File: config.mk
export PLATFORM = sky130hd
export DESIGN_NAME = escaner_teclado
export DESIGN_NICKNAME = d
export VERILOG_FILES = /design/src/rtl/escaner_teclado.sv
export SDC_FILE = /design/constraint.sdc
export NUM_CORES = 1
export LEC_CHECK = 0
export BUFFER_PORTS_ARGS = -buffer_cell sky130_fd_sc_hd__buf_2
export CAP_MARGIN = 10
export CELL_PAD_IN_SITES_DETAIL_PLACEMENT = 1
export CELL_PAD_IN_SITES_GLOBAL_PLACEMENT = 2
export CORE_ASPECT_RATIO = 0.75
export CORE_MARGIN = 10
export CORE_UTILIZATION = 43
export DETAILED_ROUTE_END_ITERATION = 10
export PLACE_DENSITY = 0.91
export SLEW_MARGIN = 20
export SYNTH_ARGS = -nofsm -noshare
export SYNTH_HDL_FRONTEND = slang
export SYNTH_SLANG_ARGS = --single-unit
File: constraint.sdc
create_clock -name clk -period 5.62 [get_ports clk]
set_input_delay 0.562 -clock clk [delete_from_list [all_inputs] [get_ports clk]]
set_output_delay 0.562 -clock clk [all_outputs]
set_load 0.05 [all_outputs]
File: src/rtl/escaner_teclado.sv
// 4x4 keypad scanner: walks the columns, samples the rows, debounces whole frames
// and reports each accepted key once as a hex code with a one-cycle strobe.
module escaner_teclado #(
    parameter int SCAN_DIV = 50000,
    parameter int DEBOUNCE = 4
) (
    input  logic       clk,
    input  logic       rst_n,
    input  logic [3:0] filas,
    output logic [3:0] columnas,
    output logic [3:0] tecla,
    output logic       tecla_valida,
    output logic       presionada
);

    localparam int DIV_W = $clog2(SCAN_DIV);
    localparam int CNT_W = $clog2(DEBOUNCE + 1);
    localparam logic [DIV_W-1:0] DIV_LAST = DIV_W'(SCAN_DIV - 1);
    localparam logic [CNT_W-1:0] DEB_N    = CNT_W'(DEBOUNCE);

    typedef enum logic [1:0] {
        ST_IDLE,
        ST_DEBOUNCE,
        ST_PRESSED,
        ST_RELEASE
    } state_t;

    logic [DIV_W-1:0] div_cnt;
    logic [1:0]       col;
    logic [3:0]       sync1, sync2;
    logic             sample, frame_eval;

    logic [1:0] cur_n, acc_n, tot_n;
    logic [3:0] cur_code, acc_code, tot_code;
    logic [2:0] sum_n;

    state_t           state, state_n;
    logic [CNT_W-1:0] cnt, cnt_n;
    logic [3:0]       cand, cand_n, tecla_n;
    logic             valida_n, pres_n;

    function automatic logic [3:0] key_map(input logic [1:0] r, input logic [1:0] c);
        logic [3:0] code;
        case ({r, c})
            4'h0: code = 4'h1;  4'h1: code = 4'h2;  4'h2: code = 4'h3;  4'h3: code = 4'hA;
            4'h4: code = 4'h4;  4'h5: code = 4'h5;  4'h6: code = 4'h6;  4'h7: code = 4'hB;
            4'h8: code = 4'h7;  4'h9: code = 4'h8;  4'hA: code = 4'h9;  4'hB: code = 4'hC;
            4'hC: code = 4'hE;  4'hD: code = 4'h0;  4'hE: code = 4'hF;  default: code = 4'hD;
        endcase
        return code;
    endfunction

    always_ff @(posedge clk or negedge rst_n) begin
        if (!rst_n) begin
            div_cnt <= '0;
            col     <= 2'd0;
        end else if (div_cnt == DIV_LAST) begin
            div_cnt <= '0;
            col     <= col + 2'd1;
        end else begin
            div_cnt <= div_cnt + DIV_W'(1);
        end
    end

    assign columnas   = ~(4'b0001 << col);
    assign sample     = (div_cnt == DIV_LAST);
    assign frame_eval = sample && (col == 2'd3);

    always_ff @(posedge clk or negedge rst_n) begin
        if (!rst_n) begin
            sync1 <= 4'b1111;
            sync2 <= 4'b1111;
        end else begin
            sync1 <= filas;
            sync2 <= sync1;
        end
    end

    // Key count saturates at 2: anything beyond one key is simply MULTI.
    always_comb begin
        cur_n    = 2'd0;
        cur_code = 4'h0;
        for (int r = 0; r < 4; r++) begin
            if (!sync2[r]) begin
                if (cur_n != 2'd2) cur_n = cur_n + 2'd1;
                cur_code = key_map(2'(r), col);
            end
        end
        sum_n    = {1'b0, acc_n} + {1'b0, cur_n};
        tot_n    = (sum_n >= 3'd2) ? 2'd2 : sum_n[1:0];
        tot_code = (acc_n != 2'd0) ? acc_code : cur_code;
    end

    always_ff @(posedge clk or negedge rst_n) begin
        if (!rst_n) begin
            acc_n    <= 2'd0;
            acc_code <= 4'h0;
        end else if (sample) begin
            if (col == 2'd3) begin
                acc_n    <= 2'd0;
                acc_code <= 4'h0;
            end else begin
                acc_n    <= tot_n;
                acc_code <= tot_code;
            end
        end
    end

    always_ff @(posedge clk or negedge rst_n) begin
        if (!rst_n) begin
            state        <= ST_IDLE;
            cnt          <= '0;
            cand         <= 4'h0;
            tecla        <= 4'h0;
            tecla_valida <= 1'b0;
            presionada   <= 1'b0;
        end else begin
            state        <= state_n;
            cnt          <= cnt_n;
            cand         <= cand_n;
            tecla        <= tecla_n;
            tecla_valida <= valida_n;
            presionada   <= pres_n;
        end
    end

    // Transitions only on the frame-evaluation cycle; a held key never re-triggers.
    always_comb begin
        state_n  = state;
        cnt_n    = cnt;
        cand_n   = cand;
        tecla_n  = tecla;
        valida_n = 1'b0;
        pres_n   = presionada;
        if (frame_eval) begin
            case (state)
                ST_IDLE: begin
                    if (tot_n == 2'd1) begin
                        cand_n = tot_code;
                        if (DEBOUNCE == 1) begin
                            tecla_n  = tot_code;
                            valida_n = 1'b1;
                            pres_n   = 1'b1;
                            cnt_n    = '0;
                            state_n  = ST_PRESSED;
                        end else begin
                            cnt_n   = CNT_W'(1);
                            state_n = ST_DEBOUNCE;
                        end
                    end
                end
                ST_DEBOUNCE: begin
                    if (tot_n == 2'd1 && tot_code == cand) begin
                        if (cnt + CNT_W'(1) == DEB_N) begin
                            tecla_n  = cand;
                            valida_n = 1'b1;
                            pres_n   = 1'b1;
                            cnt_n    = '0;
                            state_n  = ST_PRESSED;
                        end else begin
                            cnt_n = cnt + CNT_W'(1);
                        end
                    end else begin
                        cnt_n   = '0;
                        state_n = ST_IDLE;
                    end
                end
                ST_PRESSED: begin
                    if (tot_n == 2'd0) begin
                        if (DEBOUNCE == 1) begin
                            pres_n  = 1'b0;
                            cnt_n   = '0;
                            state_n = ST_IDLE;
                        end else begin
                            cnt_n   = CNT_W'(1);
                            state_n = ST_RELEASE;
                        end
                    end
                end
                default: begin
                    if (tot_n == 2'd0) begin
                        if (cnt + CNT_W'(1) == DEB_N) begin
                            pres_n  = 1'b0;
                            cnt_n   = '0;
                            state_n = ST_IDLE;
                        end else begin
                            cnt_n = cnt + CNT_W'(1);
                        end
                    end else begin
                        cnt_n   = '0;
                        state_n = ST_PRESSED;
                    end
                end
            endcase
        end
    end

endmodule

==> impl_metrics.tcl <==
set metrics [dict create \
    layout_common_cells "dfrtp_1 (39), nand2_1 (24), nor2_1 (20)" \
    synth-adder-area-share_pct 9.27 \
    synthArstFlopShare_pct 100 \
    endpoint_kind "register" \
    grt_pass1_wl_um 10500 \
    antenna_found_initial 0 \
    cts-resized-gates 0 \
    clock_path_buffers 2 \
    syn_area_per_cell_um2 10.2 \
    grt_pass1_vias 2092 \
    yosysSeqAreaShare_pct 44.8 \
    port_buffers 15 \
    yosysTopAreaCellShare_pct 36.9 \
    synthXorXnorAreaFrac_pct 5.30 \
    hold_viol 0 \
    worstSetupPathType "register to register" \
    multi_input_comb_area_um2 1350 \
    ctsRootBufferMaster "clkbuf_8" \
    grt_max_degree 48 \
    grt_setup_unrepaired "false" \
    arrival_ns 4.12 \
    hold_buffers 0 \
    numCtsBuffers 5 \
    fin_skew_ns 0.00579 \
    ir_worst_vdd_uv 103 \
    final_cells 354 \
    wire_per_inst_um 17.4 \
    cts_tree "done" \
    chipHeight_um 87.9 \
    ys_ff_latch 47 \
    synth_ff_type "dfrtp_1" \
    core.rowCount 24 \
    p_leak_nw 1.30 \
    yosysWarnings 0 \
    vias 1925 \
    max_slew_margin_pct 33.0 \
    hold_path_class "input port to async pin" \
    synthSimpleGateAreaFrac_pct 19.6 \
    outcome "complete, no violations" \
    final.period_utilization_pct 70.1 \
    post_cts_buffers 0 \
    setup_tns_ns 0 \
    finalNetCount 300 \
    muxShareOfSynthArea_pct 2.89 \
    grt_overflow 0 \
    post-route-util_pct 49.3 \
    wirelength_um 6160 \
    worstPathRequired_ns 5.80 \
    io_pins 16 \
    synth_area_leaders "dfrtp_1 (37%), ha_1 (8.5%), dfstp_2 (7.9%), nand2_1 (3.4%), xor2_1 (3.3%)" \
    syn_area_um2 2650 \
    first_iter_violations 65 \
    r2r_setup_slack_ns 1.68 \
    layout-drive-gt1-share_pct 19.9 \
    htree_levels 2 \
    cts_sinks 47 \
    clk_pin_slew_worst_paths_ns 0.09 \
    maxSlewViolCount 0 \
    vias_per_cell 5.44 \
    synth_top_family_by_area "simple AND/OR/NAND/NOR gates" \
    dieArea_um2 9720 \
    setup_ws_ns 1.68 \
    drv_cap 0 \
    core-area_um2 5890 \
    cp_max_fo 5 \
    setup_viol 0 \
    synth-edff-count 0 \
    syn2layout_area_growth_pct 9.60 \
    synth_nets 284 \
    start_util_pct 44.9 \
    power.density_nw_per_um2 221 \
    ys_types 54 \
    die_x_um 111 \
    ant_nets 0 \
    layout_commonest_cell "dfrtp_1" \
    seqCellArea_um2 1190 \
    yosys.area.top_type "dfrtp_1" \
    dp.cells 346 \
    drtPass1Iterations 4 \
    fillCellCount 686 \
    period_needed_ns 3.94 \
    netlist_instances 259 \
    gp_congestion 0.783 \
    hpwlAfterDp_um 4560 \
    worst_setup_path_start_kind "register" \
    max_freq_ghz 0.254 \
    clock_latency_ns 0.30 \
    drc 0 \
    grt_usage_pct 12.9 \
    synth-compound-area-share_pct 13.8 \
    pre_cts_slack_ns 1.69 \
    tightestPinTransition_ns 0.995 \
    antenna_cells 0 \
]
[cells in the mapped netlist, drive strengths merged (3+ instances only)]
| cell type | instances |
|---|---|
| nand2 | 24 |
| o41ai | 3 |
| buf | 5 |
| nor3 | 8 |
| xor2 | 10 |
| a22oi | 3 |
| nor4 | 4 |
| and3 | 3 |
| nor2b | 4 |
| dfrtp | 39 |
| dfstp | 8 |
| o31ai | 5 |
| nor2 | 20 |
| nand3 | 14 |
| o21ai | 17 |
| ha | 18 |
| xnor2 | 6 |
| and2 | 3 |
| a21oi | 8 |
| mux2 | 5 |
| inv | 16 |
| or4 | 3 |
[path summary, 6_finish.rpt]
| path | start | to | cells after the start |
|---|---|---|---|
| setup reg to reg | sync2[0]$_DFF_PN1_ | cnt[0]$_DFFE_PN0P_ | 16 |
| setup / recovery | sync2[0]$_DFF_PN1_ | cnt[0]$_DFFE_PN0P_ | 16 |
| max in group asynchronous | rst_n | col[0]$_DFFE_PN0N_ | 1 |
| hold reg to reg | sync1[2]$_DFF_PN1_ | sync2[2]$_DFF_PN1_ | 0 |
| min in group clk | filas[3] | sync1[3]$_DFF_PN1_ | 1 |
| hold / removal | rst_n | tecla_valida$_DFF_PN0_ | 1 |
[cell type report]
| type | count | share of cell area (%) |
|---|---|---|
| Clock inverter | 2 | 1.21 |
| Sequential cell | 47 | 40.9 |
| Timing Repair Buffer | 16 | 2.93 |
| Multi-Input combinational cell | 189 | 46.7 |
| Clock buffer | 6 | 2.85 |
| Tap cell | 78 | 3.37 |
| Inverter | 16 | 2.07 |
[state kept, by name (all words and copies together) (netlist names)]
signal	flops
sync2	4
tecla	4
acc_code	4
acc_n	2
cnt	3
state	2
tecla_valida	1
cand	4
sync1	4
div_cnt	16
col	2
presionada	1
[kinds of logic after synthesis]
family / Yosys count
buf+inv: 23
compound gates: 51
xor+xnor: 16
flops: 47
simple gates: 96
fa+ha+maj: 19
mux: 7
[worst max-delay path: stages, from the launching register on]
cell and delay [ns]:
dfstp_2 0.58, inv_1 0.06, ha_1 0.29, mux2i_1 0.22, ha_1 0.19, nor2_1 0.04, a21oi_1 0.13, ha_1 0.17
inv_1 0.05, fa_1 0.51, nand3_1 0.13, nor2_1 0.11, o2111ai_1 0.12, a211o_1 0.33, nor4_1 0.50, nor2_1 0.11
o41ai_1 0.30
[stage by stage]
step                      hold slack [ns]  instance area (um2)  power [mW]
after floorplan                     0.266                 2650       0.372
after global placement              0.348                 2780       0.386
after detailed placement            0.349                 2780       0.388
after CTS                           0.343                 2900       0.647
after global routing                0.303                 2900       0.667
final                               0.261                 2900       0.641
[routing by layer]
metal,part of all wire (%),GRT usage [%]
met3,2.6,2.80
met1,50,16.7
met4,1.0,3.77
met5,0,0
met2,46,21.4
[report_power, final]
| group | internal [mW] | switching [mW] | leakage, nW |
|---|---|---|---|
| combinational | 0.0110 | 0.0224 | 0.626 |
| sequential | 0.343 | 0.00393 | 0.615 |
| clock | 0.144 | 0.116 | 0.0612 |
Power figures use the tool's default switching activity.
